[src/rtl/rv_fetch_pkg.sv]
// Shared definitions for the instruction-fetch stage.
//   NOP_ENC        : canonical no-op (addi x0,x0,0) shown when the IF/ID slot is empty
//   fetch_state_e  : fetch sequencer states
//   FAULT_MISALIGN : fault cause, target address not word aligned
//   FAULT_RANGE    : fault cause, target address beyond the instruction memory
package rv_fetch_pkg;

  localparam logic [31:0] NOP_ENC = 32'h0000_0013;

  typedef enum logic [1:0] {
    BOOT  = 2'd0,
    FETCH = 2'd1,
    FAULT = 2'd2
  } fetch_state_e;

  localparam logic FAULT_MISALIGN = 1'b0;
  localparam logic FAULT_RANGE    = 1'b1;

endpackage

[src/rtl/fetch_addr_check.sv]
// Combinational legality check for a fetch byte address.
//   addr  : byte address to check
//   legal : word aligned and below MEM_WORDS*4
//   cause : reason the address is illegal; misalignment wins over range
module fetch_addr_check
  import rv_fetch_pkg::*;
#(
  parameter int MEM_WORDS = 1024
) (
  input  logic [31:0] addr,
  output logic        legal,
  output logic        cause
);

  // Compare in 33 bits so a memory of 2^30 words does not overflow the limit.
  localparam logic [32:0] LIMIT = 33'(MEM_WORDS) * 33'd4;

  logic aligned;
  logic in_range;

  assign aligned  = (addr[1:0] == 2'b00);
  assign in_range = ({1'b0, addr} < LIMIT);
  assign legal    = aligned && in_range;
  assign cause    = aligned ? FAULT_RANGE : FAULT_MISALIGN;

endmodule

[src/rtl/fetch_unit.sv]
// Instruction-fetch stage: owns the PC, drives a combinational word-addressed
// instruction memory, and registers each fetched word into an IF/ID slot with
// a valid/ready handshake. Redirects from execute flush the slot; misaligned
// or out-of-range fetch targets raise a sticky fault until the next redirect.
// Ports:
//   clk, rst                 : clock (rising edge), asynchronous active-high reset
//   pc_o                     : fetch byte address to memory (memory uses pc_o[31:2])
//   instr_i                  : memory read data for pc_o, same cycle
//   redirect_i/redirect_pc_i : taken branch/jump and its byte target
//   out_valid_o/out_ready_i  : IF/ID slot handshake
//   out_instr_o/out_pc_o     : slot instruction and its byte address
//   fault_o/fault_cause_o/fault_pc_o : sticky fetch fault, cause, offending address
//   fetch_count_o            : completed slot handshakes, wraps mod 2^32
module fetch_unit
  import rv_fetch_pkg::*;
#(
  parameter logic [31:0] RESET_PC  = 32'h0000_0000,
  parameter int          MEM_WORDS = 1024,
  parameter logic [31:0] NOP_INSTR = NOP_ENC
) (
  input  logic        clk,
  input  logic        rst,
  output logic [31:0] pc_o,
  input  logic [31:0] instr_i,
  input  logic        redirect_i,
  input  logic [31:0] redirect_pc_i,
  output logic        out_valid_o,
  input  logic        out_ready_i,
  output logic [31:0] out_instr_o,
  output logic [31:0] out_pc_o,
  output logic        fault_o,
  output logic        fault_cause_o,
  output logic [31:0] fault_pc_o,
  output logic [31:0] fetch_count_o
);

  fetch_state_e state;
  logic [31:0]  pc;
  logic         pc_legal;
  logic         pc_cause;
  logic         rpc_legal;
  logic         rpc_cause;
  logic         slot_free;

  assign pc_o      = pc;
  assign slot_free = !out_valid_o || out_ready_i;

  fetch_addr_check #(.MEM_WORDS(MEM_WORDS)) u_pc_check (
    .addr  (pc),
    .legal (pc_legal),
    .cause (pc_cause)
  );

  fetch_addr_check #(.MEM_WORDS(MEM_WORDS)) u_redirect_check (
    .addr  (redirect_pc_i),
    .legal (rpc_legal),
    .cause (rpc_cause)
  );

  // PC -> IF/ID slot register boundary
  always_ff @(posedge clk or posedge rst) begin
    if (rst) begin
      state         <= BOOT;
      pc            <= RESET_PC;
      out_valid_o   <= 1'b0;
      out_instr_o   <= NOP_INSTR;
      out_pc_o      <= 32'h0;
      fault_o       <= 1'b0;
      fault_cause_o <= 1'b0;
      fault_pc_o    <= 32'h0;
      fetch_count_o <= 32'h0;
    end else begin
      // A handshake completes even in the cycle a redirect flushes the slot.
      if (out_valid_o && out_ready_i) begin
        fetch_count_o <= fetch_count_o + 32'd1;
      end

      if (redirect_i) begin
        out_valid_o <= 1'b0;
        out_instr_o <= NOP_INSTR;
        pc          <= redirect_pc_i;
        if (rpc_legal) begin
          fault_o <= 1'b0;
          state   <= FETCH;
        end else begin
          fault_o       <= 1'b1;
          fault_cause_o <= rpc_cause;
          fault_pc_o    <= redirect_pc_i;
          state         <= FAULT;
        end
      end else begin
        case (state)
          BOOT: begin
            state <= FETCH;
          end
          FETCH: begin
            // When the slot is occupied and not accepted, pc and slot hold.
            if (slot_free) begin
              if (pc_legal) begin
                out_instr_o <= instr_i;
                out_pc_o    <= pc;
                out_valid_o <= 1'b1;
                pc          <= pc + 32'd4;
              end else begin
                out_valid_o   <= 1'b0;
                out_instr_o   <= NOP_INSTR;
                fault_o       <= 1'b1;
                fault_cause_o <= pc_cause;
                fault_pc_o    <= pc;
                state         <= FAULT;
              end
            end
          end
          FAULT: begin
            out_valid_o <= 1'b0;
            out_instr_o <= NOP_INSTR;
          end
          default: begin
            state <= BOOT;
          end
        endcase
      end
    end
  end

endmodule

[config.mk]
export PLATFORM = sky130hd
export DESIGN_NAME = fetch_unit
export DESIGN_NICKNAME = d
export VERILOG_FILES = /design/src/rtl/rv_fetch_pkg.sv /design/src/rtl/fetch_addr_check.sv /design/src/rtl/fetch_unit.sv
export SDC_FILE = /design/constraint.sdc
export NUM_CORES = 1
export LEC_CHECK = 0
export ABC_AREA = 1
export CORE_MARGIN = 2
export CORE_UTILIZATION = 33
export DETAILED_ROUTE_END_ITERATION = 6
export SLEW_MARGIN = 20
export SYNTH_ARGS = -nofsm -noshare
export SYNTH_HDL_FRONTEND = slang
export SYNTH_HIERARCHICAL = 1
export SYNTH_SLANG_ARGS = --single-unit
[constraint.sdc]
create_clock -name clk -period 7.1 [get_ports clk]
set_input_delay 2.13 -clock clk [delete_from_list [all_inputs] [get_ports clk]]
set_output_delay 2.13 -clock clk [all_outputs]
set_load 0.02 [all_outputs]
Yosys cells after proc, flatten, opt, wreduce, memory -nomap -nowiden --
Cells that the tools add are included.
Word-level totals: RAM bits 0, input bits 68, latch bits 0, memories kept 0, flip-flop bits (word level) 165, output and inout port bits 163, bits in read-only memories 0
Operators by class: muxes and demuxes 34, bitwise logic cells 1, reduce and logical (&&, ||, !) cells 18, equality and inequality tests 7, $add $sub $neg 2, div/mod/pow operators 0, order comparisons 2, multiply operators 0, shifts and indexed selects 0
Operators with widths (count):
- $mux W32 | 12
- $lt A32 B13 Y1 const B | 2
- $pmux W32 S2 | 1
- $add A32 B1 Y32 const B | 1
- $add A32 B3 Y32 const B | 1
- $mux W1 | 15
- $reduce_and A3 Y1 | 3
- $mux W2 | 4
- $reduce_and A4 Y1 | 2
- $logic_not A2 Y1 | 3
- $ne A2 B2 Y1 const B | 3
- $ne A3 B3 Y1 const B | 2
- $pmux W2 S3 | 1
- $reduce_bool A2 Y1 | 3
- $logic_and A1 B1 Y1 | 3
- $reduce_bool A3 Y1 | 1
- $eq A2 B1 Y1 const B | 1
- $eq A2 B2 Y1 const B | 1
- $pmux W1 S2 | 1
- $reduce_and A2 Y1 | 1
- $logic_not A1 Y1 | 1
- $logic_or A1 B1 Y1 | 1
- $not A1 Y1 | 1

Longest topological paths before layout --
Gate-level depths: netlist of run 1.
word-level depth 6, mapped depth 14, gate-level depth less buffers 12

Cells and area by module --
The synthesis of run 1 kept the hierarchy.
By module, submodules not included:
- fetch_unit | times used 1, area each 7926.4 um^2, sequential area each 4132.7 um^2, cells each 1033
- fetch_addr_check | times used 2, area each 85.1 um^2, sequential area each 0.0 um^2, cells each 20

Worst setup path before layout of run 1 --
Ideal clock, no wire load.
path type input to register, from input redirect_pc_i[1], to register state[1], cell stages on the path 9, setup slack 3.806 ns, data arrival time 3.163 ns, data required time 6.969 ns, library setup time 0.131 ns, buffers on the path 2, cell sequence or2_1 -> nor2_1 -> nand2_1 -> nor2_2 -> o21ai_1 -> nand2_1 -> buf_2 -> buf_4 -> o21ai_1
Between the ends: longest elaborated chain between the ends 4
RTL lines:
- start: declaration | line fetch_unit.sv:26 | input logic [31:0] redirect_pc_i,
- $lt A32 B13 Y1 / $logic_not A2 Y1 (equally long branches) | line fetch_addr_check.sv:22, fetch_addr_check.sv:21
- $logic_and A1 B1 Y1 * | line fetch_addr_check.sv:23 | assign legal = aligned && in_range;
- via rpc_legal | line fetch_unit.sv:41 | logic rpc_legal;
- $mux W2 * | line fetch_unit.sv:82 | if (rpc_legal) begin
- $mux W2 * | line fetch_unit.sv:78 | if (redirect_i) begin
- end signal: assignment | line fetch_unit.sv:84 | state <= FETCH;
- end signal: assignment | line fetch_unit.sv:89 | state <= FAULT;
- end signal: assignment | line fetch_unit.sv:94 | state <= FETCH;
- end: declaration | line fetch_unit.sv:37 | fetch_state_e state;
Mark *: on every way through the listed nets, which the timed path passes. The rest lies on a longest branch. A chain may end at the register's enable or synchronous reset.

Worst setup path in the final report of run 1 --
from input out_ready_i, to register out_pc_o[14]
Between the ends: longest elaborated chain between the ends 2
RTL lines:
- start: declaration | line fetch_unit.sv:28 | input logic out_ready_i,
- $logic_or A1 B1 Y1 | line fetch_unit.sv:46 | assign slot_free = !out_valid_o || out_ready_i;
- $reduce_and A4 Y1 (no source line)
- end signal: assignment | line fetch_unit.sv:101 | out_pc_o <= pc;
- end: declaration | line fetch_unit.sv:30 | output logic [31:0] out_pc_o,
Every way passes these cells.

==> results of run 1 <==
-- worst reg2reg max path, cell delays in order (launching register included) --
cell and delay, ns:
dfrtp_1 0.40, or2_1 0.28, nor2_1 0.19, nand2_1 0.09
nor2_2 0.16, nand2_1 0.11, nor2_2 0.11, buf_4 0.33
nand2_4 0.43, mux2_2 0.45
-- cell families after synthesis --
| kind of cell | after synthesis | share of synthesized area [%] |
|---|---|---|
| XOR/XNOR | 23 | 2.49 |
| multiplexers | 1 | 0.139 |
| AO/OA/AOI/OAI | 110 | 7.03 |
| flip-flops | 165 | 51.0 |
| adder cells (fa/ha/maj) | 2 | 0.309 |
| buffers and inverters | 118 | 5.98 |
| AND/OR/NAND/NOR | 654 | 33.0 |
-- power breakdown --
part / internal (mW) / total (mW) / switching (mW)
logic: 0.253 / 0.623 / 0.370
clock network: 0.578 / 0.987 / 0.409
registers: 1.03 / 1.13 / 0.101
total: 1.86 / 2.74 / 0.880
-- final timing paths --
path	depth (start not counted)	endpoint
hold / removal	2	out_instr_o[23]
setup reg to reg	9	out_pc_o[14]
setup / recovery	5	out_pc_o[14]
hold reg to reg	2	out_instr_o[23]
max in group asynchronous	3	out_instr_o[21]
min in group asynchronous	2	fetch_count_o[28]
-- state kept, by name, summed over array words and instances, names as in the netlist --
name,flops
state,2
out_pc_o,32
out_instr_o,32
fetch_count_o,32
fault_cause_o,1
fault_o,1
pc_o,32
out_valid_o,1
fault_pc_o,32
-- metal layers --
layer | up-vias | GRT usage, % | part of all wire, %
met3 | 28 | 4.31 | 6.1
met2 | 248 | 32.0 | 47
li1 | 3827 | - | -
met1 | 3605 | 27.1 | 45
met4 | 0 | 6.02 | 1.8
met5 | - | 0 | 0
-- metrics by stage --
step / hold slack (ns) / total power, mW / utilization (%) / worst slack (ns) / area, um^2
final: 0.471 / 2.74 / 46.7 / 2.88 / 11300
after detailed placement: 0.462 / 1.77 / 44.1 / 2.00 / 10700
after global placement: 0.454 / 1.77 / 44.1 / 2.06 / 10700
after CTS: 0.475 / 2.76 / 46.7 / 2.45 / 11300
after global routing: 0.493 / 2.87 / 46.7 / 2.71 / 11300
after floorplan: 0.558 / 1.45 / - / 0.513 / 8100
-- area by class of cell --
cell class                 count  area share (%)
clock buffer                  19            4.01
tap                          324            3.59
sequential                   165            36.6
inverter                      81            2.73
multi-input combinational    790            30.9
timing repair buffer         236            20.7
clock inverter                13            1.52
-- cell usage in the layout, fill, tap and decap left out, types with 3 or more instances in the layout --
| master | instances |
|---|---|
| clkbuf_16 | 17 |
| dfstp_2 | 3 |
| buf_4 | 6 |
| o22a_1 | 3 |
| nor3_1 | 11 |
| dfrtp_1 | 162 |
| bufinv_16 | 3 |
| nand2_1 | 435 |
| o21ai_1 | 6 |
| o21ai_0 | 95 |
| nand4_1 | 15 |
| nor2_1 | 98 |
| inv_6 | 3 |
| clkdlybuf4s50_1 | 229 |
| xor2_1 | 14 |
| xnor2_1 | 9 |
| nand3_1 | 76 |
| clkinvlp_4 | 4 |
| nor2_2 | 7 |
| inv_1 | 74 |
| inv_2 | 5 |
-- synthesized netlist by cell type --
cell type  number
xnor2_1         9
nand2_1       436
o21a_1          1
nor2_1         98
nand2b_1        1
a21o_1          1
buf_4           1
nor2_4          1
inv_1          75
or2_1           2
xor2_1         14
o21ai_0        95
nor3b_4         1
nor3_2          1
nand3_2         1
inv_2           5
buf_6           2
and2_1          1
o22ai_1         1
nand3b_1        1
clkbuf_1       15
nand4_1        15
dfstp_2         3
clkinv_1        1
dfrtp_1       162
mux2_2          1
nor2_2          7
a31oi_1         1
buf_1           1
nand3_1        76
o22a_1          3
ha_1            2
nand2_2         1
and3_1          1
buf_2          18
o21ai_1         6
a21oi_1         2
nor3_1         11
==> results.txt, run 1 <==
Min cycle time layout: 4.22 ns
Critical path required time: 7.41 ns
Io pins: 231
H-tree Lvls: 4
Die Area: 25800 um^2
Register area share after synthesis: 51.0%
Largest net degree at the start of global routing: 82
Layout cells sized above 1: 4.75%
Fin crit share: 59.5%
Cells after synthesis: 1073
Max rail drop VDD: 0.105 mV
CP delay by family, top: simple AND/OR/NAND/NOR gates
Synth Cell Area: 8100 um^2
Worst setup EP type: flip-flop
Placed Instances: 1596
PortBufs: 230
Max frequency: 237 MHz
Clock Sinks: 165
Synth area leader: dfrtp_1
CP arrival: 4.53 ns
Total CTS buffers: 17
Final WL: 25700 um
Power per cell area: 242 nW/um^2
All-layer global routing usage: 19.9%
Chip width: 161 um
Status: completed
DIE HEIGHT: 161 um
HP Class: flip-flop to flip-flop
Fill cell count: 2414
Delay of the slowest critical-path stage: 0.78 ns
Gr ovfl total: 0
Antenna Cells: 0
Crit Path Max Fanout: 67
Clock-pin slew on the worst setup and hold paths: 0.07 ns
Detailed Routing Iterations Pass 1: 5
Final antenna-violating net count: 0
Clock Latency Late Sink: 0.43 ns
Slew @ Worst Pin: 1.08 ns
Slowest CP cell: nand2_1
CP Launch Type: input port
Routed WL per cell: 15.8 um
Vias: 7708
Core ar.: 24200 um^2
Worst r2r src: pc_o[1]
Nets: 1361
Final hold viol count: 0
Worst reg-to-reg setup slack: 4.45 ns
Slew Limit Fails: 0
Synth Warn #: 6
CP startpoint: out_ready_i
Clock Path Buffers: 2
Synthesis-to-finish area growth: 39.6%
First-pass GRT wire length: 40300 um
Register area: 4130 um^2
Synth Net Count: 1143
CTS-repair resized insts: 0
Lkg Pwr: 5.24 nW
Area share of the largest cell type after synthesis: 50.1%
Ranking of synthesized cells by area: dfrtp_1 (50%), nand2_1 (20%), o21ai_0 (5.9%)
Initial DRC Count: 513
Postcts setup bufs: 0
Final non-filler cell total: 1628
Clock skew: 0.0131 ns
# DRC: 0
Gpl congestion: 0.885
RSZ-0062 raised after global routing: no
Final setup TNS: 0 ns
Routed vias/inst: 4.73
Hold path start: out_instr_o[23]
Hold buffer count at cts: 0
Root Driver: clkbuf_16
Final setup vio count: 0
Worst relative slew slack: 28.0%
Vias in the first global route: 7475
CP Cell Sequence: clkdlybuf4s50_1 > inv_1 > nand2_1 > nand2_4 > mux2_2
Synth Area per Inst: 7.55 um^2
Crit Path Category: input port to flip-flop
Register bit count reported by yosys: 165
CTS tree: built
Initial antenna violation count: 0
Dpl hpwl: 18700 um
WP buf/inv: 2
Area of the multi-input gates: 3490 um^2
Initial core utilization: 33.5%
Max Cap Viol: 0
Row count: 57
Synth unique cells: 38
Note: power is estimated with default switching activity, not from simulation.
==> inputs of run 2 (changes only) <==
clock period = 4 ns   (was 7.1 ns; I/O delays follow)
==> run 2 against run 1 <==
  * Register-to-register slack got worse by 2.7 ns
  * Setup slack got worse by 1.7 ns
  * Critical path depth fell by 4
  * Non-clock buffer count rose by 9
  * Critical endpoint is now pc_o[11]
==> results.txt, run 2 (same netlist as run 1, synthesis figures left out) <==
Status: completed
H-tree Lvls: 4 (unchanged)
Final setup vio count: 0 (unchanged)
Commonest non-fill, non-tap cell in the layout: nand2_1
Delay of the slowest critical-path stage: 0.72 ns (-0.06 ns)
Nets: 1370 (+0.66%)
Max frequency: 351 MHz
CP delay by family, top: buffers and inverters
Vias in the first global route: 7390 (-1.1%)
Most frequent cells in the layout: nand2_1 (435), clkdlybuf4s50_1 (229), dfrtp_1 (162)
Routed vias/inst: 4.66 (-1.6%)
WP buf/inv: 1 (-1)
CTS-repair resized insts: 0 (unchanged)
Crit Path Category: flip-flop to output port
RSZ-0062 raised after global routing: no
Final WL: 25700 um (about the same)
Dpl hpwl: 19100 um (+2.5%)
HP Class: flip-flop to flip-flop
CP Cell Sequence: clkdlybuf4s50_1
Slew @ Worst Pin: 0.831 ns (-0.246 ns)
Worst relative slew slack: 44.5% (+16 points)
First-pass GRT wire length: 40800 um (+1.3%)
DIE HEIGHT: 161 um (unchanged)
Clock Path Buffers: 2 (unchanged)
Clock Sinks: 165 (unchanged)
Final setup TNS: 0 ns (unchanged)
Worst setup EP type: output port
Largest net degree at the start of global routing: 50 (-39%)
Clock-pin slew on the worst setup and hold paths: 0.06 ns (about the same)
Final antenna-violating net count: 0 (unchanged)
Chip width: 161 um (unchanged)
Initial DRC Count: 513 (unchanged)
Die Area: 25800 um^2 (unchanged)
Critical path required time: 2.80 ns (-4.61 ns)
Slowest CP cell: clkdlybuf4s50_1
Final hold viol count: 0 (unchanged)
CP Launch Type: flip-flop
Io pins: 231 (unchanged)
Root Driver: clkbuf_16
Initial core utilization: 33.5% (unchanged)
Core ar.: 24200 um^2 (unchanged)
Slew Limit Fails: 0 (unchanged)
Max rail drop VDD: 0.238 mV (+130%)
Clock Latency Late Sink: 0.42 ns (about the same)
Row count: 57 (unchanged)
Gr ovfl total: 0 (unchanged)
Design Power: 4.86 mW (+78%)
Initial antenna violation count: 1 (+1)
Detailed Routing Iterations Pass 1: 5 (unchanged)
Total CTS buffers: 17 (unchanged)
Synthesis-to-finish area growth: 40.6%
PortBufs: 230 (unchanged)
Vias: 7619 (-1.2%)
Fin crit share: 71.2%
Power per cell area: 427 nW/um^2 (+76%)
Min cycle time layout: 2.85 ns
Postcts setup bufs: 0 (unchanged)
Clock skew: 0.0103 ns (-0.00275 ns)
# DRC: 0 (unchanged)
Hold buffer count at cts: 0 (unchanged)
Max Cap Viol: 0 (unchanged)
CTS tree: built
All-layer global routing usage: 20.1% (+0.13 points)
Crit Path Max Fanout: 7 (-90%)
Layout cells sized above 1: 5.19% (+0.44 points)
CP arrival: 1.65 ns (-2.88 ns)
Routed WL per cell: 15.7 um (-0.41%)
Worst reg-to-reg setup slack: 1.72 ns (-2.73 ns)
Gpl congestion: 0.894 (+1.1%)
Lkg Pwr: 5.28 nW (+0.76%)
[run 2: through the flow]
stage          instances  hold WS [ns]  area (um^2)  setup slack, ns  utilization [%]
3_3_place_gp        1605         0.453        10800            0.881             44.6
5_1_grt             1634         0.499        11400             1.08             47.1
2_1_floorplan       1073         0.558         8100            0.704                -
6_report            1635         0.471        11400             1.15             47.1
4_1_cts             1634         0.476        11400             1.15             47.1
3_5_place_dp        1605         0.459        10800            0.861             44.6
[run 2: layout make-up]
cell class              instances  area, um^2
clock inverters                12         181
inverters                      81         308
multi-input cells             790        3480
flip-flops and latches        165        4130
well taps                     324         405
fillers                      2384       12800
clock buffers                  17         425
diodes                          1        2.50
repair buffers                245        2450
[run 2: path summary, 6_finish.rpt]
check	cells past startpoint	start	to
max	1	pc_o[11]	pc_o[11]
min	2	out_instr_o[30]	out_instr_o[30]
max reg2reg	9	pc_o[1]	pc_o[16]
min reg2reg	2	out_instr_o[30]	out_instr_o[30]
max in group asynchronous	3	rst	out_instr_o[19]
min in group asynchronous	2	rst	out_pc_o[0]
[run 2: power by group]
group          total (mW)  internal, mW  switching (mW)
Clock                1.73          1.04           0.692
Sequential           2.01          1.82           0.186
Combinational        1.12         0.460           0.663
[run 2: per-layer routing]
layer  part of all wire (%)  GRT usage (%)  wire length, um
met1                     46           27.6            11800
met2                     47           32.6            12100
met3                    6.1           4.31             1570
met4                    1.1           4.34              285
met5                      0              0                0
==> inputs of run 3 (changes only) <==
clock period = 2.9 ns   (was 4 ns; I/O delays follow)
==> run 3 against run 2 <==
  * Via count rose by 1.2%
  * Final area increased by 0.33%
  * Clock power increased by 36%
  * Combinational power up 40%
  * Sequential power increased by 38%
  * Clock skew grew 0.0014 ns
  * Routed wire length hardly changed
  * Die area is the same
  * Count of clock-buffer cells in the layout grew 1
  * Setup slack worse by 0.84 ns
  * Core utilization rose by 0.16 points
  * Non-clock buffer count up 2
  * Critical path type is now input port to flip-flop
  * Largest cell class unchanged
==> results.txt, run 3 (same netlist as run 1, synthesis figures left out) <==
Fill cell count: 2350 (-1.4%)
Fin area: 11400 um^2 (+0.33%)
Clock-pin slew on the worst setup and hold paths: 0.07 ns (about the same)
Initial antenna violation count: 0 (-1)
Clock skew: 0.0117 ns (+0.00139 ns)
Crit Path Category: input port to flip-flop
Final setup vio count: 0 (unchanged)
Crit Path Max Fanout: 29 (+22)
PortBufs: 230 (unchanged)
Hold buffer count at cts: 0 (unchanged)
Dpl hpwl: 19200 um (+0.47%)
First-pass GRT wire length: 40700 um (-0.37%)
Clock power share: 35.1% (-0.5 points)
Postcts setup bufs: 0 (unchanged)
Final WL: 25700 um (about the same)
Worst relative slew slack: 58.7% (+14 points)
Power per cell area: 586 nW/um^2 (+37%)
HP Class: flip-flop to flip-flop
Die Area: 25800 um^2 (unchanged)
CP arrival: 2.90 ns (+1.25 ns)
DIE HEIGHT: 161 um (unchanged)
Clock Sinks: 165 (unchanged)
Max Cap Viol: 0 (unchanged)
Critical path required time: 3.21 ns (+0.41 ns)
Worst setup EP type: flip-flop
Initial DRC Count: 524 (+2.1%)
Routed WL per cell: 15.7 um (-0.30%)
Largest net degree at the start of global routing: 68 (+36%)
Delay of the slowest critical-path stage: 0.45 ns (-0.27 ns)
Clock Latency Late Sink: 0.43 ns (about the same)
CP Launch Type: input port
CTS tree: built
# DRC: 0 (unchanged)
Row count: 57 (unchanged)
Hold WS: 0.469 ns (-0.00187 ns)
Vias: 7713 (+1.2%)
Io pins: 231 (unchanged)
CP Cell Sequence: clkdlybuf4s50_1 > or2_1 > nor2_1 > nand2_1 > nor2_2 > o21ai_1 > nand2_1 > inv_2 > nand2_1 > nand2_1
Placement Cell Area: 10800 um^2 (+0.37%)
Util after Layout: 47.2% (+0.16 points)
CTS-repair resized insts: 0 (unchanged)
Final antenna-violating net count: 0 (unchanged)
Total CTS buffers: 17 (unchanged)
Min cycle time layout: 2.59 ns
H-tree Lvls: 4 (unchanged)
Slew @ Worst Pin: 0.613 ns (-0.218 ns)
Combinational share of power: 23.4% (+0.3 points)
Chip width: 161 um (unchanged)
Final hold viol count: 0 (unchanged)
Area of the multi-input gates: 3480 um^2 (unchanged)
Detailed Routing Iterations Pass 1: 7 (+2)
RSZ-0062 raised after global routing: no
Gpl congestion: 0.876 (-2.0%)
Slowest CP cell: clkdlybuf4s50_1
Most frequent cells in the layout: nand2_1 (435), clkdlybuf4s50_1 (229), dfrtp_1 (162)
Routed vias/inst: 4.71 (+0.99%)
Slew Limit Fails: 0 (unchanged)
Synthesis-to-finish area growth: 41.1%
Root Driver: clkbuf_16
Vias in the first global route: 7401 (+0.15%)
Commonest non-fill, non-tap cell in the layout: nand2_1
Int Power: 4.48 mW (+35%)
All-layer global routing usage: 20.1% (about the same)
Register area: 4130 um^2 (unchanged)
Max frequency: 386 MHz
Nets: 1372 (+0.15%)
Max rail drop VDD: 0.339 mV (+42%)
Initial core utilization: 33.5% (unchanged)
Switch share: 33.1% (+1.4 points)
CP delay by family, top: simple AND/OR/NAND/NOR gates
Core ar.: 24200 um^2 (unchanged)
Status: completed
Clock Path Buffers: 2 (unchanged)
Lkg Pwr: 5.31 nW (+0.64%)
CP most frequent cell: nand2_1
Antenna Cells: 0 (-1)
Gr ovfl total: 0 (unchanged)
WP buf/inv: 2 (+1)
Fin crit share: 89.3%
Sequential share of power: 41.5% (+0.2 points)
Layout cells sized above 1: 5.55% (+0.36 points)
Sw power: 2.21 mW (+44%)
run 3: cell types whose count changed in the layout (fill, tap and decap cells not counted):
| cell | previous run | this run |
|---|---|---|
| inv_6 | 2 | 4 |
| clkinvlp_4 | 5 | 2 |
| inv_8 | 0 | 3 |
| clkbuf_8 | 0 | 1 |
| diode_2 | 1 | 0 |
| bufinv_16 | 4 | 2 |
| buf_12 | 3 | 5 |
| clkinv_4 | 1 | 3 |
run 3: metrics by stage:
stage | worst slack [ns] | setup TNS, ns | power (mW) | cells
4_1_cts | 0.344 | 0 | 6.77 | 1639
2_1_floorplan | -0.0663 | -10.75 | 3.55 | 1073
3_5_place_dp | -0.101 | -2.39 | 4.39 | 1607
5_1_grt | 0.257 | 0 | 7.03 | 1639
6_report | 0.311 | 0 | 6.70 | 1639
3_3_place_gp | -0.0675 | -1.88 | 4.38 | 1607
run 3: area by class of cell:
class                           count  share of cell area [%]
Sequential cell                   165                    36.2
Multi-Input combinational cell    790                    30.5
Tap cell                          324                    3.55
Timing Repair Buffer              247                    21.8
Inverter                           81                    2.69
Clock inverter                     14                    1.47
Clock buffer                       18                    3.84
run 3: layer usage:
| metal | wire length, um | track usage [%] | up-vias |
|---|---|---|---|
| li1 | - | - | 3854 |
| met1 | 11700 | 27.3 | 3608 |
| met2 | 12100 | 33.0 | 231 |
| met3 | 1560 | 4.18 | 20 |
| met4 | 325 | 4.71 | 0 |
| met5 | 0 | 0 | - |
run 3: worst min-delay path, stage by stage (launching register included):
cell	delay (ns)
dfrtp_1	0.34
nand2_1	0.05
nand2_1	0.05
run 3: worst paths after layout:
path                             startpoint              end  slack [ns]  depth (start not counted)
max                        redirect_pc_i[1]   fault_pc_o[14]        0.31                         10
min                         out_instr_o[14]  out_instr_o[14]        0.47                          2
max reg2reg                         pc_o[1]     out_pc_o[25]        0.77                          9
min reg2reg                 out_instr_o[14]  out_instr_o[14]        0.47                          2
max in group asynchronous               rst   out_instr_o[4]        1.48                          3
min in group asynchronous               rst      out_pc_o[3]        0.74                          2
run 3: power by group through the flow:
stage | Clock [mW] | Sequential [mW] | Combinational [mW]
CTS | 2.41 | 2.77 | 1.59
detailed placement | 0 | 2.81 | 1.58
floorplan | 0 | 3.00 | 0.547
global route | 2.51 | 2.81 | 1.72
finish | 2.35 | 2.78 | 1.57
global placement | 0 | 2.81 | 1.57
